<file path="config.mk">
export PLATFORM = sky130hd
export DESIGN_NAME = fetch_sequencer
export DESIGN_NICKNAME = d
export VERILOG_FILES = /design/src/rtl/core_pkg.sv /design/src/rtl/fetch_queue.sv /design/src/rtl/fetch_sequencer.sv
export SDC_FILE = /design/constraint.sdc
export NUM_CORES = 1
export LEC_CHECK = 0
export ABC_CLOCK_PERIOD_IN_PS = 11300
export CORE_ASPECT_RATIO = 1.25
export CORE_MARGIN = 5
export CORE_UTILIZATION = 30
export CTS_CLUSTER_SIZE = 14
export DETAILED_ROUTE_END_ITERATION = 12
export GPL_TIMING_DRIVEN = 1
export PLACE_DENSITY = 0.65
export SLEW_MARGIN = 20
export SYNTH_ARGS = -nofsm -noshare
export SYNTH_HDL_FRONTEND = slang
export SYNTH_SLANG_ARGS = --single-unit
</file>
<file path="constraint.sdc">
create_clock -name clk -period 11.3 [get_ports clk]
set_input_delay 2.26 -clock clk [delete_from_list [all_inputs] [get_ports clk]]
set_output_delay 2.26 -clock clk [all_outputs]
set_load 0.005 [all_outputs]
</file>
<file path="src/rtl/core_pkg.sv">
// Shared core constants and the fetch sequencer state encoding.
package core_pkg;

    localparam int unsigned XLEN      = 32;
    localparam int unsigned INSTR_W   = 32;
    localparam logic [31:0] NOP_INSTR = 32'h0000_0013;

    localparam logic [1:0] ST_BOOT = 2'd0;
    localparam logic [1:0] ST_RUN  = 2'd1;
    localparam logic [1:0] ST_HALT = 2'd2;

    typedef enum logic [1:0] {
        BOOT = ST_BOOT,
        RUN  = ST_RUN,
        HALT = ST_HALT
    } fetch_state_t;

endpackage

</file>
<file path="src/rtl/fetch_queue.sv">
// Synchronous FIFO between the fetch stage and decode; flush empties it in one cycle.
module fetch_queue #(
    parameter int unsigned DEPTH = 2,
    parameter int unsigned WIDTH = 64
) (
    input  logic                     i_clk,
    input  logic                     i_rst_n,
    input  logic                     i_push,
    input  logic                     i_pop,
    input  logic                     i_flush,
    input  logic [WIDTH-1:0]         i_data,
    output logic                     o_valid,
    output logic [WIDTH-1:0]         o_data,
    output logic [$clog2(DEPTH):0]   o_count
);

    localparam int unsigned PTR_W = $clog2(DEPTH);
    localparam int unsigned CNT_W = PTR_W + 1;

    logic [WIDTH-1:0] r_mem [DEPTH];
    logic [PTR_W-1:0] r_rd_ptr;
    logic [PTR_W-1:0] r_wr_ptr;
    logic [CNT_W-1:0] r_count;

    always_ff @(posedge i_clk or negedge i_rst_n) begin
        if (!i_rst_n) begin
            r_rd_ptr <= '0;
            r_wr_ptr <= '0;
            r_count  <= '0;
        end else if (i_flush) begin
            r_rd_ptr <= '0;
            r_wr_ptr <= '0;
            r_count  <= '0;
        end else begin
            if (i_push) r_wr_ptr <= r_wr_ptr + PTR_W'(1);
            if (i_pop)  r_rd_ptr <= r_rd_ptr + PTR_W'(1);
            unique case ({i_push, i_pop})
                2'b10:   r_count <= r_count + CNT_W'(1);
                2'b01:   r_count <= r_count - CNT_W'(1);
                default: r_count <= r_count;
            endcase
        end
    end

    // On a full queue with push+pop the write lands in the slot being vacated.
    always_ff @(posedge i_clk) begin
        if (i_push && !i_flush) r_mem[r_wr_ptr] <= i_data;
    end

    assign o_count = r_count;
    assign o_valid = (r_count != '0);
    assign o_data  = o_valid ? r_mem[r_rd_ptr] : '0;

endmodule

</file>
<file path="src/rtl/fetch_sequencer.sv">
// Owns the PC, fetches from combinational instruction memory and queues {pc,instr} for decode.
module fetch_sequencer
    import core_pkg::*;
#(
    parameter logic [31:0] RESET_PC   = 32'h0000_0000,
    parameter int unsigned IMEM_BYTES = 256,
    parameter int unsigned FQ_DEPTH   = 2
) (
    input  logic                        clk,
    input  logic                        rst_n,
    input  logic                        fetch_en,
    input  logic                        redirect_valid,
    input  logic [XLEN-1:0]             redirect_pc,
    output logic [XLEN-1:0]             imem_pc,
    input  logic [INSTR_W-1:0]          imem_instr,
    output logic                        if_valid,
    output logic [XLEN-1:0]             if_pc,
    output logic [INSTR_W-1:0]          if_instr,
    input  logic                        id_ready,
    output logic [$clog2(FQ_DEPTH):0]   fq_count,
    output logic                        fetch_err
);

    localparam int unsigned CNT_W = $clog2(FQ_DEPTH) + 1;
    localparam int unsigned ENT_W = XLEN + INSTR_W;

    fetch_state_t      r_state;
    logic [XLEN-1:0]   r_pc;
    logic              r_err;

    logic              w_redirect;
    logic              w_pop;
    logic              w_attempt;
    logic              w_bad_pc;
    logic              w_push;
    logic              w_err_set;
    logic [ENT_W-1:0]  w_head;

    // Redirect is ignored in BOOT and suppresses push/pop in the same cycle.
    assign w_redirect = redirect_valid && (r_state != BOOT);
    assign w_pop      = if_valid && id_ready && !w_redirect;
    assign w_attempt  = (r_state == RUN) && fetch_en && !w_redirect &&
                        ((fq_count < CNT_W'(FQ_DEPTH)) || w_pop);
    assign w_bad_pc   = (r_pc[1:0] != 2'b00) || (r_pc >= XLEN'(IMEM_BYTES));
    assign w_push     = w_attempt && !w_bad_pc;
    assign w_err_set  = w_attempt && w_bad_pc;

    always_ff @(posedge clk or negedge rst_n) begin
        if (!rst_n) begin
            r_state <= BOOT;
            r_pc    <= RESET_PC;
            r_err   <= 1'b0;
        end else begin
            if (w_redirect)  r_pc <= redirect_pc;
            else if (w_push) r_pc <= r_pc + XLEN'(4);
            if (w_err_set) r_err <= 1'b1;
            unique case (r_state)
                BOOT:    r_state <= RUN;
                RUN:     if (!fetch_en || w_err_set) r_state <= HALT;
                HALT:    if (fetch_en && !r_err && !w_redirect) r_state <= RUN;
                default: r_state <= BOOT;
            endcase
        end
    end

    fetch_queue #(
        .DEPTH (FQ_DEPTH),
        .WIDTH (ENT_W)
    ) u_fetch_queue (
        .i_clk   (clk),
        .i_rst_n (rst_n),
        .i_push  (w_push),
        .i_pop   (w_pop),
        .i_flush (w_redirect),
        .i_data  ({r_pc, imem_instr}),
        .o_valid (if_valid),
        .o_data  (w_head),
        .o_count (fq_count)
    );

    assign imem_pc   = r_pc;
    assign if_pc     = w_head[ENT_W-1:INSTR_W];
    assign if_instr  = w_head[INSTR_W-1:0];
    assign fetch_err = r_err;

endmodule

</file>
### Yosys cells after proc, flatten, opt, wreduce, memory -nomap -nowiden

Memory sizes are Yosys's and may differ from the RTL's.
Index checks and enable logic that the tools add are counted.

* add/subtract/negate cells: 5
* multipliers: 0
* divide/modulo/power cells: 0
* order comparisons: 2
* eq/ne operators: 6
* shifts and indexed selects: 0
* muxes and demuxes: 14
* bitwise gates (word level): 0
* reduce and logical (&&, ||, !) cells: 26

Operators by type and width (number)
* 32-bit 2-to-1 mux: 2
* 64-bit 2-to-1 mux: 1
* 32-bit by 3-bit adder with 32-bit output, second input constant: 1
* 32-bit by 9-bit greater-or-equal comparator with 1-bit output, second input constant: 1
* 1-bit logical AND: 11
* 2-bit nonzero test: 5
* 1-bit 2-to-1 mux: 6
* 2-bit 2-to-1 mux: 3
* 2-bit one-hot mux with 3 select lines: 1
* 2-bit by 1-bit equality test with 1-bit output, second input constant: 2
* 2-bit equality test, second input constant: 2
* 1-bit zero test: 4
* 2-bit one-hot mux with 2 select lines: 1
* 1-bit logical OR: 3
* 3-bit nonzero test: 1
* 1-bit adder, second input constant: 2
* 2-bit by 1-bit adder with 2-bit output, second input constant: 1
* 2-bit zero test: 1
* 2-bit < comparator, second input constant: 1
* 2-bit by 1-bit inequality test with 1-bit output, second input constant: 1
* 2-bit inequality test, second input constant: 1
* 2-bit AND reduction: 1
* 2-bit by 1-bit subtractor with 2-bit output, second input constant: 1

* bits in registers: 39
* latch bits: 0
* memory bits (writable): 128
* ROM bits: 0
* logic and storage cells: 60
* memories kept: 1

Memories
* u_fetch_queue.r_mem: depth 2, bits a word 64, rd ports 1, clocked after Yosys merged registers in 0, write ports 1, RTL line fetch_queue.sv:20 `logic [WIDTH-1:0] r_mem [DEPTH];`

### Depth between registers and ports, before layout

Gate-level depths: netlist (run 1).

* depth after elaboration: 10
* gate-level depth with buffers: 10

### By module

Synthesis (run 1) repeated with hierarchy kept, for this count alone.

* cell total of the unflattened synthesis: 468
* area total of the unflattened synthesis: 6678.9 um^2

Modules (own cells, without submodules)
* fetch_queue: instances 1, cells an instance 291, area each 5066.1 um^2, sequential area each 3943.8 um^2
* fetch_sequencer: instances 1, cells an instance 177, area each 1612.8 um^2, sequential area each 875.8 um^2

### Worst setup path before layout (run 1)

No wires, ideal clock.

* path kind: input port to flip-flop
* from: input fetch_en
* to: memory u_fetch_queue.r_mem[0][0] (enable)
* data arrival time: 6.037 ns
* slack: 4.775 ns
* stages on the path: 5
* path through: or2b_1 -> nor4b_2 -> nor4b_4 -> inv_4 -> nor2_1

* cells in the longest elaborated chain, start to end: 7

Ends and longest elaborated chain
* start, declared: RTL line fetch_sequencer.sv:11 `input logic fetch_en,`
* 1-bit logical AND (3 in series): RTL line fetch_sequencer.sv:42 `assign w_attempt = (r_state == RUN) && fetch_en && !w_redirect &&`
* 1-bit logical AND: RTL line fetch_sequencer.sv:45 `assign w_push = w_attempt && !w_bad_pc;`
* 1-bit logical AND: RTL line fetch_queue.sv:47 `if (i_push && !i_flush) r_mem[r_wr_ptr] <= i_data;`
* 1-bit 2-to-1 mux: RTL line fetch_queue.sv:47
* 1-bit 2-to-1 mux (not written as such): RTL line fetch_queue.sv:47
* end, declared: RTL line fetch_queue.sv:20

Every way passes these cells.

### Final worst setup path (run 1)

* from: input redirect_valid
* to: memory u_fetch_queue.r_mem[0][5] (enable)

* cells in the longest elaborated chain, start to end: 9

Ends and longest elaborated chain
* start, declared: RTL line fetch_sequencer.sv:12 `input logic redirect_valid,`
* 1-bit logical AND (*): RTL line fetch_sequencer.sv:40 `assign w_redirect = redirect_valid && (r_state != BOOT);`
* 1-bit zero test (*): RTL line fetch_queue.sv:47, fetch_sequencer.sv:41, fetch_sequencer.sv:42
* 1-bit logical AND: RTL line fetch_sequencer.sv:41 `assign w_pop = if_valid && id_ready && !w_redirect;`
* 1-bit logical OR: RTL line fetch_sequencer.sv:43 `((fq_count < CNT_W'(FQ_DEPTH)) || w_pop);`
* 1-bit logical AND: RTL line fetch_sequencer.sv:42
* 1-bit logical AND: RTL line fetch_sequencer.sv:45
* 1-bit logical AND (*): RTL line fetch_queue.sv:47
* 1-bit 2-to-1 mux (*): RTL line fetch_queue.sv:47
* 1-bit 2-to-1 mux (not written as such) (*): RTL line fetch_queue.sv:47

Mark *: on every way between the ends. The rest lies on a longest branch, timed or not.

==> flow_metrics.tcl, run 1 <==
set metrics [dict create \
    holdCritPathClass "flip-flop to flip-flop" \
    rsz0062_at_grt "no" \
    synth_top_area_share_pct 58.2 \
    final_max_slew_viol_count 0 \
    antenna_found_initial 0 \
    place_hpwl_um 10300 \
    gp_congestion 0.814 \
    synth_area_um2 6600 \
    clock_latency_ps 420 \
    grt_pass1_vias 4367 \
    cts_max_level 4 \
    ir_drop_uv 100 \
    slew_headroom_pct 38.7 \
    grt_remaining_overflow 0 \
    diodes 0 \
    syn_inst 467 \
    firstDrtPassIters 4 \
    routedWlPerCell_um 16.1 \
    start_util_pct 30.5 \
    io_buffers 168 \
    slowest_delay_ps 680 \
    synth_edf_count 128 \
    finalClockSkew_ps 10.5 \
    hold_viol_final 0 \
    tightest_slew_ps 919 \
    drc 0 \
    track_usage_pct 12.2 \
    cts_buffers 17 \
    finalSetupViolCount 0 \
    post_cts_resized 0 \
    synthTopCellsByArea "edfxtp_1 58%, dfrtp_1 15%, mux2i_1 9.9%" \
    layout_setup_ws_ps 6460 \
    cts_root_buf "clkbuf_16" \
    vias_per_cell 4.48 \
    async_reset_ff_share_pct 23.4 \
    cts_tree "yes" \
    ctsHoldBuffers 0 \
    ys_seq_area_share_pct 73.0 \
    status "finished clean" \
    timing.fmax_ghz 0.207 \
    p_total_mw 1.85 \
    syn_nets 539 \
    drv_cap 0 \
    syn_to_final_growth_pct 40.3 \
    finalCritPeriodShare_pct 42.8 \
    postCtsSetupBuffers 0 \
    endpoint_kind "flip-flop" \
    crit_fanout 65 \
    synth-main-ff-cell "edfxtp_1" \
    ff_latch_area_um2 4820 \
    synth.largest_area_cell "edfxtp_1" \
    fin_area_um2 9260 \
    synth_seq_cells 167 \
    die_w_um 143 \
    crit_required_ps 11340 \
    min_period_ps 4840 \
    dr_total_vias 4162 \
    crit_type "input pin to flip-flop" \
    synth_cell_type_count 42 \
    die_y_um 176 \
    place_area_um2 8600 \
    multi_input_area_um2 1710 \
    worstPathArrival_ps 4880 \
    yosys_warnings 0 \
    io_pins 169 \
    cts_sinks 167 \
    ant_nets 0 \
    design.core.area_um2 21600 \
    finalNetCount 710 \
    syn_avg_cell_area_um2 14.1 \
    p_leak_nw 3.25 \
    row_count 60 \
    fillerInstances 1956 \
    setup-tns-final_ps 0 \
    grt_max_degree 66 \
    crit_path_start_kind "input pin" \
    cpLargestDelayFamily "buffers and inverters" \
    holdWs_ps 533 \
    clock_path_buffers 2 \
    routed_wirelength_um 15000 \
    pre_cts_ws_ps 6070 \
    slowest_stage "buf_4" \
    clk_pin_slew_ps 70 \
    cp.buffers_inverters 3 \
    die-area_um2 25100 \
    power.density_nw_per_um2 199 \
    grt_pass1_wl_um 23600 \
    layout-drive-gt1-share_pct 8.14 \
    path_cells "clkdlybuf4s50_1, or2b_1, nor4b_2, nor4b_4, inv_4, nor2_4, buf_4" \
    drtIter0Drc 156 \
]
==> flip-flops by register name, summed over array words and instances (netlist names) <==
register,count
u_fetch_queue.r_mem,128
imem_pc,32
r_state,2
u_fetch_queue.o_count,2
fetch_err,1
u_fetch_queue.r_rd_ptr,1
u_fetch_queue.r_wr_ptr,1
==> worst reg2reg max path, stage by stage (launching register included) <==
cell	delay, ps
dfrtp_1	450
nor4_2	380
nand4_1	300
nor4b_4	670
inv_4	140
nor2_4	100
buf_4	680
==> area by class of cell <==
| class | count | area share [%] |
|---|---|---|
| clock buffers | 19 | 4.68 |
| clock inverters | 13 | 2.07 |
| inverters | 5 | 0.230 |
| multi-input cells | 275 | 18.5 |
| flip-flops and latches | 167 | 52.1 |
| well taps | 279 | 3.77 |
| repair buffers | 172 | 18.7 |
==> cells by family (layout without fill, tap and decap cells) <==
group	after synthesis	after routing	synth area share (%)
AOI/OAI and AO/OA	23	23	2.52
xor gates and xnor gates	3	3	0.398
adders and majority gates	3	3	0.569
buffers and inverters	25	209	1.46
DFF	167	167	73.0
muxes	66	66	10.1
and+or+nand+nor	180	180	11.9
==> report_power, final <==
group / total (mW) / switching [mW] / leakage (nW) / internal [mW]
logic: 0.361 / 0.147 / 1.31 / 0.214
registers: 0.875 / 0.119 / 1.63 / 0.756
clock network: 0.610 / 0.236 / 0.307 / 0.374
==> placed cells by master, fill, tap and decap left out, drive strengths merged, types with 5 or more instances in the layout <==
master,instances
clkdlybuf4s50,167
mux2i,65
nand2,83
nor4,6
o21ai,6
dfrtp,39
nor2,73
inv,10
buf,5
edfxtp,128
clkbuf,19
==> path summary, 6_finish.rpt <==
kind | from | to | slack (ps) | depth (start not counted)
worst max-delay path | redirect_valid | u_fetch_queue.r_mem[0][5] | 6460 | 7
min in group asynchronous | rst_n | imem_pc[4] | 1960 | 1
worst min-delay path | imem_pc[23] | u_fetch_queue.r_mem[1][55] | 530 | 0
worst min register to register | imem_pc[23] | u_fetch_queue.r_mem[1][55] | 530 | 0
worst max register to register | imem_pc[18] | u_fetch_queue.r_mem[0][5] | 8150 | 6
max in group asynchronous | rst_n | u_fetch_queue.r_rd_ptr | 8670 | 1
==> per-stage QoR <==
stage	util [%]	std cells
2_1_floorplan	-	467
3_3_place_gp	39.8	897
3_5_place_dp	39.8	897
4_1_cts	42.6	929
5_1_grt	42.8	930
6_report	42.8	930
==> cells in the mapped netlist (4+ instances only) <==
cell type and instances:
edfxtp_1 128, o31ai_1 4, nand2_1 83, o21ai_0 4, inv_1 4, dfrtp_1 39
clkbuf_1 13, nor2_1 72, buf_1 7, mux2i_1 65
==> metal layers <==
layer	track usage [%]	vias to the layer above	share of wire [%]
met3	2.97	14	5.3
met2	20.6	120	51
met1	15.0	2014	43
met5	0	-	0
li1	-	2014	-
met4	4.40	0	1.2
Note: power is estimated with default switching activity, not from simulation.
==> run 2, diff against run 1 <==
--- a/config.mk
+++ b/config.mk
@@ -5,14 +5,14 @@
 export SDC_FILE = /design/constraint.sdc
 export NUM_CORES = 1
 export LEC_CHECK = 0
-export ABC_CLOCK_PERIOD_IN_PS = 11300
+export ABC_CLOCK_PERIOD_IN_PS = 4400
 export CORE_ASPECT_RATIO = 1.25
 export CORE_MARGIN = 5
 export CORE_UTILIZATION = 30
 export CTS_CLUSTER_SIZE = 14
 export DETAILED_ROUTE_END_ITERATION = 12
 export GPL_TIMING_DRIVEN = 1
-export PLACE_DENSITY = 0.65
+export PLACE_DENSITY = 0.67
 export SLEW_MARGIN = 20
 export SYNTH_ARGS = -nofsm -noshare
 export SYNTH_HDL_FRONTEND = slang
==> constraint.sdc (replaced) <==
create_clock -name clk -period 4.4 [get_ports clk]
set_input_delay 0.88 -clock clk [delete_from_list [all_inputs] [get_ports clk]]
set_output_delay 0.88 -clock clk [all_outputs]
set_load 0.005 [all_outputs]
==> run 2 against run 1 <==
Against the previous run: critical path depth fell by 3; clock-buffer cell count grew 6; clock skew decreased by 1.2 ps; wire length grew 4.3%; sequential power rose to 2.6 times the previous value; worst setup slack worse by 5400 ps.
==> flow_metrics.tcl, run 2 (same netlist as run 1, synthesis figures left out) <==
set metrics [dict create \
    postCtsSetupBuffers 0 \
    place_area_um2 8700 \
    largest_reg_flops 128 \
    finalCritPeriodShare_pct 76.3 \
    wl_met3_um 835 \
    holdWs_ps 529 \
    die-area_um2 25100 \
    design.core.area_um2 21600 \
    place_hpwl_um 10800 \
    clock_latency_ps 420 \
    cts_root_buf "clkbuf_16" \
    layout-drive-gt1-share_pct 8.38 \
    diodes 0 \
    rsz0062_at_grt "no" \
    io_pins 169 \
    worstPathArrival_ps 2480 \
    die_y_um 176 \
    drtIter0Drc 207 \
    gp_congestion 0.762 \
    grt_max_degree 51 \
    top_register "u_fetch_queue.r_mem" \
    endpoint_kind "output pin" \
    final_common_cell "clkdlybuf4s50_1" \
    min_period_ps 3360 \
    power.density_nw_per_um2 510 \
    crit_path_start_kind "flip-flop" \
    start_util_pct 30.5 \
    finalClockSkew_ps 9.28 \
    slew_headroom_pct 37.6 \
    routed_wirelength_um 15700 \
    final_max_slew_viol_count 0 \
    wl_met2_um 8020 \
    drc 0 \
    ir_drop_uv 298 \
    vias_per_cell 4.46 \
    fin_area_um2 9330 \
    cts_tree "yes" \
    ant_nets 0 \
    layout_common_cells "167 x clkdlybuf4s50_1, 128 x edfxtp_1, 83 x nand2_1, 70 x nor2_1, 65 x mux2i_1" \
    routedWlPerCell_um 16.7 \
    track_usage_pct 12.8 \
    row_count 60 \
    final_core_util_pct 43.1 \
    hold_viol_final 0 \
    cts_buffers 17 \
    io_buffers 168 \
    status "finished clean" \
    cts_sinks 167 \
    finalSetupViolCount 0 \
    holdCritPathClass "flip-flop to flip-flop" \
    crit_fanout 40 \
    post_cts_resized 0 \
    clk_pin_slew_ps 60 \
    tightest_slew_ps 936 \
    finalNetCount 715 \
    die_w_um 143 \
    syn_to_final_growth_pct 41.3 \
    crit_type "flip-flop to output pin" \
    antenna_found_initial 0 \
    ctsHoldBuffers 0 \
    p_leak_nw 3.28 \
    crit_required_ps 3520 \
    clock_path_buffers 2 \
    grt_remaining_overflow 0 \
    grt_pass1_vias 4282 \
    wl_met1_um 6610 \
    firstDrtPassIters 4 \
    timing.fmax_ghz 0.298 \
    dr.max_layer_used "met4" \
    cts_max_level 4 \
    setup-tns-final_ps 0 \
    dr_total_vias 4169 \
    grt_pass1_wl_um 24400 \
    drv_cap 0 \
]
[run 2: changes by cell type in the layout (fill, tap and decap cells not counted)]
cell / previous run / this run
clkinv_2: 2 / 1
clkbuf_1: 2 / 5
clkbuf_8: 0 / 3
inv_6: 5 / 0
buf_12: 0 / 4
buf_4: 3 / 5
buf_16: 1 / 0
[run 2: cell type report]
| type | count | area, um^2 |
|---|---|---|
| Clock buffer | 25 | 485 |
| Multi-Input combinational cell | 275 | 1710 |
| Timing Repair Buffer | 177 | 1790 |
| Clock inverter | 7 | 143 |
| Fill cell | 1994 | 12300 |
| Inverter | 5 | 21.3 |
| Tap cell | 279 | 349 |
| Sequential cell | 167 | 4820 |
[run 2: path summary, 6_finish.rpt]
check / slack [ps] / cells after the start / end / startpoint
min in group asynchronous: 610 / 1 / imem_pc[6] / rst_n
worst min register to register: 530 / 0 / u_fetch_queue.r_mem[0][55] / imem_pc[23]
worst max register to register: 1740 / 6 / u_fetch_queue.r_mem[1][62] / imem_pc[18]
worst max-delay path: 1040 / 4 / if_instr[22] / u_fetch_queue.r_rd_ptr
worst min-delay path: 530 / 0 / u_fetch_queue.r_mem[0][55] / imem_pc[23]
max in group asynchronous: 3120 / 1 / u_fetch_queue.r_rd_ptr / rst_n
[run 2: routing by layer]
| metal | vias up | GRT usage, % |
|---|---|---|
| met3 | 14 | 3.38 |
| met2 | 114 | 21.8 |
| met4 | 0 | 4.28 |
| met5 | - | 0 |
| met1 | 2020 | 15.6 |
| li1 | 2021 | - |
[run 2: per-stage QoR]
step           setup WS, ps  total power [mW]  instances
2_1_floorplan           346              2.56        467
3_3_place_gp            977              3.22        903
3_5_place_dp            912              3.24        903
4_1_cts                 963              4.83        935
5_1_grt                 874              5.01        935
6_report               1040              4.76        935
[run 2: worst max-delay path, cell delays in order (launching register included)]
cell and delay [ps]:
dfrtp_4 880, buf_4 380, mux2i_1 110, nor2_1 120
clkdlybuf4s50_1 510
[run 2: report_power, final]
part	switching, mW	total, mW	internal, mW
Sequential	0.316	2.26	1.94
Combinational	0.374	0.924	0.550
Clock	0.575	1.57	0.998
==> run 3, diff against run 2 <==
--- a/config.mk
+++ b/config.mk
@@ -5,7 +5,7 @@
 export SDC_FILE = /design/constraint.sdc
 export NUM_CORES = 1
 export LEC_CHECK = 0
-export ABC_CLOCK_PERIOD_IN_PS = 4400
+export ABC_CLOCK_PERIOD_IN_PS = 2800
 export CORE_ASPECT_RATIO = 1.25
 export CORE_MARGIN = 5
 export CORE_UTILIZATION = 30
==> constraint.sdc (replaced) <==
create_clock -name clk -period 2.8 [get_ports clk]
set_input_delay 0.56 -clock clk [delete_from_list [all_inputs] [get_ports clk]]
set_output_delay 0.56 -clock clk [all_outputs]
set_load 0.005 [all_outputs]
==> run 3 against run 2 <==
Against the previous run: clock-buffer cell count fell by 5; clock power rose by 48%; worst hold slack got worse by 340 ps; largest cell class unchanged; sequential share of layout area fell by 0.54 points; final area rose by 1.1%; die area did not move; critical endpoint is now if_instr[2]; wire length fell by 0.15%; critical path type unchanged; flip-flop and latch count did not move; combinational power rose by 73%.
==> flow_metrics.tcl, run 3 (same netlist as run 1, synthesis figures left out) <==
set metrics [dict create \
    status "finished clean" \
    min_period_ps 2600 \
    final_max_slew_viol_count 0 \
    grt_max_degree 44 \
    clock_path_buffers 2 \
    grt_pass1_vias 4271 \
    critical_path.endpoint "if_instr[2]" \
    finalSetupViolCount 0 \
    crit_fanout 15 \
    cts_sinks 167 \
    power.density_nw_per_um2 783 \
    post_cts_resized 0 \
    top_register "u_fetch_queue.r_mem" \
    antenna_found_initial 0 \
    gp_congestion 0.806 \
    io_pins 169 \
    rsz0062_at_grt "no" \
    holdCritPathClass "input pin to asynchronous set/reset pin" \
    r2r_slack_ps 330 \
    finalCritPeriodShare_pct 92.8 \
    slowest_delay_ps 550 \
    firstDrtPassIters 4 \
    finalClockSkew_ps 11.5 \
    cts_root_buf "clkbuf_16" \
    ant_nets 0 \
    final_common_cell "clkdlybuf4s50_1" \
    place_area_um2 8830 \
    worstPathArrival_ps 2040 \
    reg2reg_from "imem_pc[18]" \
    place_hpwl_um 11200 \
    reg2reg_depth 6 \
    cp-startpoint "u_fetch_queue.r_rd_ptr" \
    timing.fmax_ghz 0.385 \
    cts_max_level 4 \
    row_count 60 \
    ir_drop_uv 439 \
    setup-tns-final_ps 0 \
    slew_headroom_pct 52.6 \
    die-area_um2 25100 \
    slowest_stage "dfrtp_4" \
    drc 0 \
    diodes 0 \
    crit_path_start_kind "flip-flop" \
    start_util_pct 30.5 \
    routed_wirelength_um 15600 \
    die_w_um 143 \
    p_leak_nw 3.33 \
    ctsHoldBuffers 0 \
    layout-drive-gt1-share_pct 10.4 \
    dr_total_vias 4236 \
    crit_required_ps 2240 \
    vias_per_cell 4.46 \
    finalNetCount 730 \
    drv_cap 0 \
    largest_reg_flops 128 \
    crit_type "flip-flop to output pin" \
    track_usage_pct 12.5 \
    clock_latency_ps 420 \
    fin_area_um2 9430 \
    grt_pass1_wl_um 23800 \
    clk_pin_slew_ps 70 \
    endpoint_kind "output pin" \
    tightest_slew_ps 711 \
    cts_tree "yes" \
    syn_to_final_growth_pct 42.8 \
    die_y_um 176 \
    grt_remaining_overflow 0 \
    cts_buffers 17 \
    routedWlPerCell_um 16.5 \
    path_cells "buf_4, mux2i_1, nor2_1, clkdlybuf4s50_1" \
    postCtsSetupBuffers 0 \
    io_buffers 168 \
    r2r_end "u_fetch_queue.r_mem[1][21]" \
    drtIter0Drc 231 \
    design.core.area_um2 21600 \
    layout_common_cells "167 x clkdlybuf4s50_1, 128 x edfxtp_1, 83 x nand2_1, 70 x nor2_1, 65 x mux2i_1" \
    hold_viol_final 0 \
]
-- run 3: changes by cell type in the layout (fill, tap and decap cells not counted) --
cell,previous run,this run
buf_4,5,18
bufinv_16,4,3
clkbuf_1,5,3
buf_12,4,6
clkbuf_8,3,0
clkinv_4,2,3
inv_6,0,1
clkinv_1,0,2
clkinvlp_4,0,2
-- run 3: stage by stage --
stage | power [mW] | cells | utilization [%] | worst slack [ps] | hold slack, ps
final | 7.38 | 950 | 43.6 | 203 | 185
after global routing | 7.73 | 950 | 43.6 | 77.9 | 232
after CTS | 7.48 | 950 | 43.6 | 136 | 193
after detailed placement | 5.13 | 918 | 40.8 | -98.8 | 526
after global placement | 5.11 | 918 | 40.8 | -83.1 | 520
after floorplan | 4.03 | 467 | - | -207 | 264
-- run 3: final cells by class --
type,instances,area [um^2]
Fill cell,2014,12200
Sequential cell,167,4820
Timing Repair Buffer,192,1930
Multi-Input combinational cell,275,1710
Clock buffer,20,437
Tap cell,279,349
Clock inverter,12,153
Inverter,5,21.3
-- run 3: how the worst min path moves through the flow --
stage	start	to	slack [ps]	cells after the start
after global placement	imem_pc[18]	u_fetch_queue.r_mem[0][50]	520	0
final	rst_n	fetch_err	180	1
after floorplan	rst_n	fetch_err	260	0
after global routing	rst_n	fetch_err	230	1
after detailed placement	fetch_err	r_state[0]	530	1
after CTS	rst_n	fetch_err	190	1
-- run 3: layer usage --
| layer | share of wire [%] | up-vias | global-route usage [%] |
|---|---|---|---|
| met4 | 1.1 | 0 | 3.49 |
| met2 | 51 | 121 | 21.1 |
| li1 | - | 2047 | - |
| met5 | 0 | - | 0 |
| met1 | 42 | 2053 | 15.5 |
| met3 | 5.5 | 15 | 3.70 |
-- run 3: critical path: cells and delay by family, from the launching register on --
kind	cells	cell delay (ps)
muxes	1	150
and+or+nand+nor	1	140
DFF	1	550
buffers and inverters	2	780
-- run 3: report_power, final --
part	switching, mW	total (mW)	internal, mW
Clock	0.919	2.32	1.40
Sequential	0.404	3.46	3.05
Combinational	0.687	1.60	0.912
Total	2.01	7.38	5.37
